--- src/rtl/lpc_mailbox_pkg.sv ---
// lpc_mailbox_pkg: register offsets, register bit positions and handshake FSM states
package lpc_mailbox_pkg;
    localparam logic [1:0] LPC_MBOX_OFS_DATA   = 2'd0;
    localparam logic [1:0] LPC_MBOX_OFS_STATUS = 2'd1;
    localparam logic [1:0] LPC_MBOX_OFS_CTRL   = 2'd2;
    localparam logic [1:0] LPC_MBOX_OFS_IRQ    = 2'd3;
    localparam int LPC_MBOX_STATUS_TXNE   = 0;
    localparam int LPC_MBOX_STATUS_RXFULL = 1;
    localparam int LPC_MBOX_STATUS_OVR    = 2;
    localparam int LPC_MBOX_CTRL_IEN      = 0;
    localparam int LPC_MBOX_CTRL_FLUSH    = 1;
    typedef enum logic [1:0] {
        LPC_MBOX_ST_IDLE   = 2'd0,
        LPC_MBOX_ST_WR_ACK = 2'd1,
        LPC_MBOX_ST_RD_ACK = 2'd2
    } lpc_mbox_state_e;
endpackage

--- src/rtl/lpc_mbox_fifo.sv ---
// lpc_mbox_fifo: synchronous first-word-fall-through byte FIFO with flush
module lpc_mbox_fifo #(
    parameter int DEPTH = 16
) (
    input  logic                   clk_i,
    input  logic                   nrst_i,
    input  logic                   push_i,
    input  logic [7:0]             data_i,
    input  logic                   pop_i,
    input  logic                   flush_i,
    output logic [7:0]             data_o,
    output logic                   full_o,
    output logic                   empty_o,
    output logic [$clog2(DEPTH):0] count_o
);
    localparam int AW = $clog2(DEPTH);
    logic [7:0] mem [DEPTH];
    logic [AW:0] wr_ptr_q, wr_ptr_d, rd_ptr_q, rd_ptr_d;
    logic do_push, do_pop;
    always_comb begin
        full_o   = (wr_ptr_q[AW] != rd_ptr_q[AW]) && (wr_ptr_q[AW-1:0] == rd_ptr_q[AW-1:0]);
        empty_o  = wr_ptr_q == rd_ptr_q;
        count_o  = wr_ptr_q - rd_ptr_q;
        data_o   = empty_o ? 8'h00 : mem[rd_ptr_q[AW-1:0]];
        do_pop   = pop_i && !empty_o;
        do_push  = push_i && (!full_o || do_pop);
        wr_ptr_d = flush_i ? '0 : wr_ptr_q + (AW+1)'(do_push);
        rd_ptr_d = flush_i ? '0 : rd_ptr_q + (AW+1)'(do_pop);
    end
    always_ff @(posedge clk_i) begin
        if (!nrst_i) begin
            wr_ptr_q <= '0;
            rd_ptr_q <= '0;
        end else begin
            wr_ptr_q <= wr_ptr_d;
            rd_ptr_q <= rd_ptr_d;
        end
    end
    always_ff @(posedge clk_i) begin
        if (do_push && !flush_i) mem[wr_ptr_q[AW-1:0]] <= data_i;
    end
endmodule

--- src/rtl/lpc_mailbox.sv ---
// lpc_mailbox: LPC I/O window exposing a host<->local byte mailbox with status, control and SERIRQ
module lpc_mailbox
    import lpc_mailbox_pkg::*;
#(
    parameter logic [15:0] BASE_ADDR   = 16'h0E00,
    parameter int          FIFO_DEPTH  = 16,
    parameter logic [3:0]  IRQ_DEFAULT = 4'd5
) (
    input  logic        clk_i,
    input  logic        nrst_i,
    input  logic [15:0] lpc_addr_i,
    input  logic [7:0]  lpc_wdata_i,
    input  logic        lpc_data_wr_i,
    output logic        lpc_wr_done_o,
    input  logic        lpc_data_req_i,
    output logic [7:0]  lpc_rdata_o,
    output logic        lpc_data_rd_o,
    output logic [3:0]  irq_num_o,
    output logic        interrupt_o,
    input  logic [7:0]  tx_data_i,
    input  logic        tx_valid_i,
    output logic        tx_ready_o,
    output logic [7:0]  rx_data_o,
    output logic        rx_valid_o,
    input  logic        rx_ready_i
);
    localparam int CW = $clog2(FIFO_DEPTH) + 1;
    lpc_mbox_state_e state_q, state_d;
    logic wr_done_q, wr_done_d, data_rd_q, data_rd_d;
    logic ien_q, ien_d, ovr_q, ovr_d, int_q, int_d;
    logic [3:0] irq_q, irq_d;
    logic [7:0] rdata_q, rdata_d, rd_val, tx_head, status, ctrl;
    logic [1:0] ofs;
    logic hit, wr_fire, rd_fire, tx_pop, rx_push, rx_pop, flush;
    logic tx_full, tx_empty, rx_full, rx_empty;
    logic [CW-1:0] tx_count, rx_count;
    logic unused_ok;

    always_ff @(posedge clk_i) begin
        if (!nrst_i) state_q <= LPC_MBOX_ST_IDLE;
        else         state_q <= state_d;
    end

    always_comb begin
        state_d = state_q;
        case (state_q)
            LPC_MBOX_ST_IDLE:   state_d = lpc_data_wr_i  ? LPC_MBOX_ST_WR_ACK :
                                          lpc_data_req_i ? LPC_MBOX_ST_RD_ACK : LPC_MBOX_ST_IDLE;
            LPC_MBOX_ST_WR_ACK: state_d = lpc_data_wr_i  ? LPC_MBOX_ST_WR_ACK : LPC_MBOX_ST_IDLE;
            LPC_MBOX_ST_RD_ACK: state_d = lpc_data_req_i ? LPC_MBOX_ST_RD_ACK : LPC_MBOX_ST_IDLE;
            default:            state_d = LPC_MBOX_ST_IDLE;
        endcase
    end

    always_comb begin
        hit     = lpc_addr_i[15:2] == BASE_ADDR[15:2];
        ofs     = lpc_addr_i[1:0];
        wr_fire = state_q == LPC_MBOX_ST_IDLE && lpc_data_wr_i;
        rd_fire = state_q == LPC_MBOX_ST_IDLE && !lpc_data_wr_i && lpc_data_req_i;
        rx_pop  = rx_ready_i && !rx_empty;
        rx_push = wr_fire && hit && ofs == LPC_MBOX_OFS_DATA;
        tx_pop  = rd_fire && hit && ofs == LPC_MBOX_OFS_DATA && !tx_empty;
        flush   = wr_fire && hit && ofs == LPC_MBOX_OFS_CTRL && lpc_wdata_i[LPC_MBOX_CTRL_FLUSH];
        status  = 8'h00;
        status[LPC_MBOX_STATUS_TXNE]   = !tx_empty;
        status[LPC_MBOX_STATUS_RXFULL] = rx_full;
        status[LPC_MBOX_STATUS_OVR]    = ovr_q;
        ctrl    = 8'h00;
        ctrl[LPC_MBOX_CTRL_IEN] = ien_q;
        rd_val  = !hit                        ? 8'hFF :
                  ofs == LPC_MBOX_OFS_DATA    ? (tx_empty ? 8'hFF : tx_head) :
                  ofs == LPC_MBOX_OFS_STATUS  ? status :
                  ofs == LPC_MBOX_OFS_CTRL    ? ctrl : {4'b0, irq_q};
        ien_d     = wr_fire && hit && ofs == LPC_MBOX_OFS_CTRL ? lpc_wdata_i[LPC_MBOX_CTRL_IEN] : ien_q;
        irq_d     = wr_fire && hit && ofs == LPC_MBOX_OFS_IRQ ? lpc_wdata_i[3:0] : irq_q;
        ovr_d     = flush                                             ? 1'b0 :
                    rx_push && rx_full && !rx_pop                     ? 1'b1 :
                    rd_fire && hit && ofs == LPC_MBOX_OFS_STATUS      ? 1'b0 : ovr_q;
        rdata_d   = rd_fire ? rd_val : rdata_q;
        wr_done_d = state_d == LPC_MBOX_ST_WR_ACK;
        data_rd_d = state_d == LPC_MBOX_ST_RD_ACK;
        int_d     = ien_q && !tx_empty;
    end

    always_ff @(posedge clk_i) begin
        if (!nrst_i) begin
            wr_done_q <= 1'b0;
            data_rd_q <= 1'b0;
            rdata_q   <= 8'h00;
            ien_q     <= 1'b0;
            ovr_q     <= 1'b0;
            int_q     <= 1'b0;
            irq_q     <= IRQ_DEFAULT;
        end else begin
            wr_done_q <= wr_done_d;
            data_rd_q <= data_rd_d;
            rdata_q   <= rdata_d;
            ien_q     <= ien_d;
            ovr_q     <= ovr_d;
            int_q     <= int_d;
            irq_q     <= irq_d;
        end
    end

    lpc_mbox_fifo #(.DEPTH(FIFO_DEPTH)) u_tx_fifo (
        .clk_i   (clk_i),
        .nrst_i  (nrst_i),
        .push_i  (tx_valid_i && tx_ready_o),
        .data_i  (tx_data_i),
        .pop_i   (tx_pop),
        .flush_i (flush),
        .data_o  (tx_head),
        .full_o  (tx_full),
        .empty_o (tx_empty),
        .count_o (tx_count)
    );

    lpc_mbox_fifo #(.DEPTH(FIFO_DEPTH)) u_rx_fifo (
        .clk_i   (clk_i),
        .nrst_i  (nrst_i),
        .push_i  (rx_push),
        .data_i  (lpc_wdata_i),
        .pop_i   (rx_pop),
        .flush_i (flush),
        .data_o  (rx_data_o),
        .full_o  (rx_full),
        .empty_o (rx_empty),
        .count_o (rx_count)
    );

    assign lpc_wr_done_o = wr_done_q;
    assign lpc_data_rd_o = data_rd_q;
    assign lpc_rdata_o   = rdata_q;
    assign irq_num_o     = irq_q;
    assign interrupt_o   = int_q;
    assign tx_ready_o    = !tx_full;
    assign rx_valid_o    = !rx_empty;
    assign unused_ok     = ^{tx_count, rx_count, lpc_wdata_i[7:4]};
endmodule

--- config.mk ---
export PLATFORM = sky130hd
export DESIGN_NAME = lpc_mailbox
export DESIGN_NICKNAME = d
export VERILOG_FILES = /design/src/rtl/lpc_mailbox_pkg.sv /design/src/rtl/lpc_mbox_fifo.sv /design/src/rtl/lpc_mailbox.sv
export SDC_FILE = /design/constraint.sdc
export NUM_CORES = 1
export LEC_CHECK = 0
export CORE_ASPECT_RATIO = 0.7
export CORE_MARGIN = 8
export CORE_UTILIZATION = 54
export CTS_CLUSTER_DIAMETER = 120
export DETAILED_ROUTE_END_ITERATION = 8
export HOLD_SLACK_MARGIN = 0.15
export PLACE_DENSITY = 0.8
export SLEW_MARGIN = 20
export SYNTH_ARGS = -nofsm -noshare
export SYNTH_HDL_FRONTEND = slang
export SYNTH_HIERARCHICAL = 1
export SYNTH_SLANG_ARGS = --single-unit
--- constraint.sdc ---
create_clock -name clk_i -period 3.5 [get_ports clk_i]
set_clock_uncertainty 0.1 [all_clocks]
set_input_delay 0.35 -clock clk_i [delete_from_list [all_inputs] [get_ports clk_i]]
set_output_delay 0.35 -clock clk_i [all_outputs]
set_load 0.05 [all_outputs]
* After elaboration in Yosys (flattened, before gate mapping)
Memory sizes are Yosys's and may differ from the RTL's. A register that Yosys moved wholly into a read port is not among the register bits.
Cells that the tools add are included.
** Word-level totals
- Output and inout bits :: 25
- Bits in writable memories :: 256
- Flip-flop bits (word level) :: 39
- Memories kept :: 2
** Memory list
- u_rx_fifo.mem :: depth 16, width 8, rd ports 1, clocked after Yosys merged registers in 1, write ports 1, line lpc_mbox_fifo.sv:17 : logic [7:0] mem [DEPTH];
- u_tx_fifo.mem :: depth 16, width 8, rd ports 1, clocked after Yosys merged registers in 1, write ports 1, line lpc_mbox_fifo.sv:17
** Cells by class
- Reductions and logical operators :: 38
- Muxes and demuxes :: 18
- Bitwise operators :: 1
- Add/subtract/negate cells :: 4
- Equal/unequal tests :: 14
** Operator list (count)
- 8-bit two-way mux :: 4
- 1-bit logical AND :: 25
- 5-bit by 1-bit adder with 5-bit output :: 4
- 4-bit two-way mux :: 4
- 14-bit by 10-bit == test with 1-bit output (second input constant) :: 1
- 5-bit == test :: 2
- 2-bit == test (second input constant) :: 4
- 4-bit == test :: 2
- 1-bit zero test :: 7
- 1-bit two-way mux :: 7
- 2-bit by 1-bit == test with 1-bit output (second input constant) :: 3
- 2-bit one-hot mux with 3 select lines :: 1
- 2-bit zero test :: 2
- 2-bit two-way mux :: 2
- 1-bit logical OR :: 2
- 1-bit != test :: 2
- 2-bit nonzero test :: 1
- 2-bit OR reduction :: 1
- 1-bit inverter :: 1

* Logic depth before layout (Yosys ltp)
- Depth after elaboration :: 12
- Gate-level depth with buffers :: 17

* By module
The synthesis kept the hierarchy.
** By module, submodules not included
- lpc_mbox_fifo at u_tx_fifo :: times used 1, sequential area each 4043.9 um^2, cells an instance 297, area each 5706.7 um^2
- lpc_mbox_fifo at u_rx_fifo :: times used 1, sequential area each 4043.9 um^2, cells an instance 291, area each 5617.9 um^2
- lpc_mailbox :: times used 1, sequential area each 380.4 um^2, cells an instance 103, area each 943.4 um^2

* Least setup slack after synthesis
Ideal clock, no wire load.
- Path kind :: reg-to-reg
- From :: reg u_tx_fifo.rd_ptr_q[3]
- To :: reg u_tx_fifo.wr_ptr_q[4]
- Buffers on the path :: 5
- Setup slack :: -0.295 ns
- Period minus slack after synthesis :: 3.795 ns
- Arrival :: 3.575 ns
- Cell stages (with the launch flop) :: 18
- Cells stage by stage :: dfxtp_1 -> buf_2 -> buf_2 -> inv_1 -> buf_2 -> ha_1 -> nand4_1 -> nor2_1 -> clkbuf_1 -> and3b_1 -> o31ai_2 -> buf_2 -> inv_1 -> ha_1 -> ha_1 -> nand3_1 -> xor2_1 -> nor2_1
** On the way
- Longest elaborated chain between the ends :: 7
** RTL lines
- start, declared :: line lpc_mbox_fifo.sv:18 : logic [AW:0] wr_ptr_q, wr_ptr_d, rd_ptr_q, rd_ptr_d;
- start signal, assigned :: line lpc_mbox_fifo.sv:36 : rd_ptr_q <= rd_ptr_d;
- 5-bit == test :: line lpc_mbox_fifo.sv:22 : empty_o = wr_ptr_q == rd_ptr_q;
- via tx_empty :: line lpc_mailbox.sv:35 : logic tx_full, tx_empty, rx_full, rx_empty;
- 1-bit zero test :: line lpc_mailbox.sv:62 : tx_pop = rd_fire && hit && ofs == LPC_MBOX_OFS_DATA && !tx_empty;
- 1-bit logical AND :: line lpc_mailbox.sv:62
- via tx_pop :: line lpc_mailbox.sv:34 : logic hit, wr_fire, rd_fire, tx_pop, rx_push, rx_pop, flush;
- 1-bit logical AND :: line lpc_mbox_fifo.sv:25 : do_pop = pop_i && !empty_o;
- 1-bit logical OR :: line lpc_mbox_fifo.sv:26 : do_push = push_i && (!full_o || do_pop);
- 1-bit logical AND :: line lpc_mbox_fifo.sv:26
- 5-bit by 1-bit adder with 5-bit output :: line lpc_mbox_fifo.sv:27 : wr_ptr_d = flush_i ? '0 : wr_ptr_q + (AW+1)'(do_push);
- end signal, assigned :: line lpc_mbox_fifo.sv:35 : wr_ptr_q <= wr_ptr_d;
- end, declared :: line lpc_mbox_fifo.sv:18
The timed path passes the listed nets, and every way through them passes these cells.
A chain may end at the register's enable or synchronous reset.

* Worst setup path after layout
- From :: reg u_rx_fifo.rd_ptr_q[0]
- To :: out rx_data_o[7]
** On the way
- Longest elaborated chain between the ends :: 2
** RTL lines
- start, declared :: line lpc_mbox_fifo.sv:18
- start signal, assigned :: line lpc_mbox_fifo.sv:36
- 5-bit == test :: line lpc_mbox_fifo.sv:22
- 8-bit two-way mux :: line lpc_mbox_fifo.sv:24 : data_o = empty_o ? 8'h00 : mem[rd_ptr_q[AW-1:0]];
- end, declared :: line lpc_mailbox.sv:23 : output logic [7:0] rx_data_o,
No other way between the ends.

==> qor.csv <==
stage,metric,value,unit
die,Core Region,0.0218,sq mm
min_path,Hold EP,state_q[1],
detailed_routing,DRT Pass-1 Iters,5,
detailed_routing,Starting DRT DRC Count,800,
cells_and_area,Reg area,0.00847,sq mm
die,chip width,195,um
cells_and_area,area occupied by multi-input gates,0.00334,sq mm
power,Psw,1420,uW
setup_path,required time worst endpoint,3.05,ns
flow_run,maxcap violations,0,
cells_and_area,design area,0.0141,sq mm
clocking,post-CTS sizing,0,
grt,Global Route Usage Sum,0.191,
power,clock power share,0.408,
setup_path,CP Capture Type,primary output,
die,num ports,63,
placement,RD Place Congestion,0.883,
synthesis,Syn. warnings,6,
setup_path,Critical R2R Capture,u_rx_fifo/mem[2][6],
sta,max-slew violations,0,
placement,port bufs,62,
grt,vias in the first global route,6908,
grt,total grt overflow,0,
setup_path,Setup crit start kind,flip-flop,
placement,Detailed Place HPWL,17700,um
detailed_routing,ANT nets after route,0,
cells_and_area,antenna cells,0,
clocking,Sink Count,295,
setup_path,"Max FO, Critical Path",33,
setup_path,Critical Path Max Stage Delay,0.72,ns
cells_and_area,Final nets,835,
setup_path,reg2reg start,u_rx_fifo/wr_ptr_q[2],
power,leakage,0.00473,uW
detailed_routing,drt drc,0,
power,Max VDD drop,0.468,mV
setup_path,most frequent CP cell,buf_4,
power,Pwr Density,496,mW/mm^2
detailed_routing,Routed WL,26800,um
synthesis,Mapped Cells,667,
sta,actual slew at the worst max-slew pin,0.774,ns
die,Rows,45,
clocking,clk_lat worst skew,0.54,ns
placement,placed cell areas,0.0132,sq mm
die,DIE AREA,0.0275,sq mm
setup_path,R2R Setup Slk,0.55,ns
min_path,HP Class,input port to flip-flop,
detailed_routing,Vias,6794,
synthesis,syn nets,721,
sta,post-layout min period,3.26,ns
clocking,Root Buffer,clkbuf_16,
die,Initial Utilization,0.554,
synthesis,Syn Area/Cell,18.1,sq um
sta,Max-slew headroom,0.483,
clocking,Post-CTS Setup Inserts,0,
power,internal power,5570,uW
setup_path,R2R depth,8,
sta,setup tns final,0,ns
clocking,Hold Buf Count CTS,0,
die,die height,141,um
detailed_routing,vias per cell,6.26,
setup_path,arrival time at the worst endpoint,2.81,ns
placement,pre-CTS setup slack,0.164,ns
setup_path,Worst Setup Path Type,flip-flop to primary output,
sta,Final Hold Viols,0,
sta,Final WS setup,0.239,ns
min_path,hold_sp,lpc_data_req_i,
run_status,status,"finished, final reports clean",
cells_and_area,Area Growth Syn to Fin,16.6,%
sta,RSZ-0062 raised after global routing,no,
cells_and_area,Fillers,1412,
cells_and_area,share of layout cells above drive strength 1,0.213,
sta,period utilization,0.932,
sta,Fmax,0.307,GHz
power,Comb power frac,0.039,
setup_path,CP max-delay cell,mux4_1,
detailed_routing,routed length per placed instance,24.7,um
clocking,Num CTS Buffers,28,
cells_and_area,Util after Layout,0.646,
grt,antenna violations before repair,0,
min_path,hold path depth,2,
sta,# setup viols final,0,
clocking,clock-pin slew on the worst setup and hold paths,0.06,ns
grt,first-pass GRT wire length,40600,um
grt,largest net degree at the start of global routing,35,
clocking,TritonCTS clock tree,built,
setup_path,ordered cell list for the critical path,buf_4 > mux4_1 > mux2i_1 > nor3_1 > a221o_1 > buf_4,
power,Sw Share,0.204,
clocking,CTS H-Tree Depth,1,
clocking,Max clock buf depth,3,
power,Flop pwr share,0.552,
synthesis,Post-Syn Area,0.0121,sq mm
-- metal layers --
layer	up-vias	wire length (um)	track usage
met4	0	486	0.0453
met2	423	11700	0.282
met5	-	0	0
met3	44	3190	0.0592
met1	3414	11400	0.275
li1	2913	-	-
-- power groups by stage --
stage,clock (uW),combinational (uW),sequential [uW]
2_1_floorplan,0,92.6,3960
3_3_place_gp,0,261,3930
3_5_place_dp,0,273,3940
4_1_cts,2900,275,3860
5_1_grt,3040,294,3860
6_report,2850,275,3860
-- sequential cells by signal, indices dropped and copies added, names as in the netlist --
signal              flops
interrupt_o             1
u_tx_fifo/wr_ptr_q      5
u_tx_fifo/mem         128
ovr_q                   1
ien_q                   1
u_rx_fifo/mem         128
u_rx_fifo/wr_ptr_q      5
irq_num_o               4
u_tx_fifo/rd_ptr_q      5
lpc_rdata_o             8
lpc_wr_done_o           1
u_rx_fifo/rd_ptr_q      5
state_q                 2
lpc_data_rd_o           1
-- worst max path at each step --
stage	from	to	slack, ns	depth (start not counted)
final	u_rx_fifo/rd_ptr_q[0]	rx_data_o[7]	0.24	6
after global routing	u_rx_fifo/rd_ptr_q[0]	rx_data_o[7]	0.11	6
after CTS	u_rx_fifo/rd_ptr_q[0]	rx_data_o[7]	0.20	6
after detailed placement	lpc_addr_i[7]	u_tx_fifo/mem[15][7]	0.16	9
after global placement	lpc_addr_i[7]	u_tx_fifo/mem[15][0]	0.31	9
after floorplan	u_tx_fifo/rd_ptr_q[3]	u_tx_fifo/mem[12][0]	-0.02	12
-- worst max-delay path, delay by kind of cell (launching register included) --
kind,cells,cell delay [ns]
AO/OA/AOI/OAI,1,0.26
flip-flops,1,0.34
multiplexers,2,0.89
AND/OR/NAND/NOR,1,0.07
buffers and inverters,2,0.70
-- cells in the final DEF (no fill, tap or decap), types with 12 or more instances in the layout --
cell / count
nor2b_1: 14
mux2i_1: 15
ha_1: 16
dfxtp_1: 37
nand3_1: 15
clkbuf_16: 28
edfxtp_1: 256
clkdlybuf4s50_1: 52
o21ai_0: 17
nor4_1: 25
buf_4: 65
a21oi_1: 14
nor2_1: 29
and2_1: 12
mux4_1: 17
mux4_2: 48
a211oi_1: 13
inv_1: 17
-- layout make-up --
type,count,share of cell area
flip-flops and latches,295,0.600
multi-input cells,322,0.237
repair buffers,117,0.0715
clock buffers,33,0.0510
well taps,282,0.0250
clock inverters,19,0.0106
inverters,17,0.00452
-- stage by stage --
stage / hold WS, ns / cells / power [uW]
after floorplan: 0.342 / 667 / 4050
after global placement: 0.383 / 1033 / 4190
after detailed placement: 0.369 / 1033 / 4210
final: 0.382 / 1085 / 6990
after CTS: 0.367 / 1085 / 7030
after global routing: 0.392 / 1085 / 7200
(Power assumes the default switching activity.)
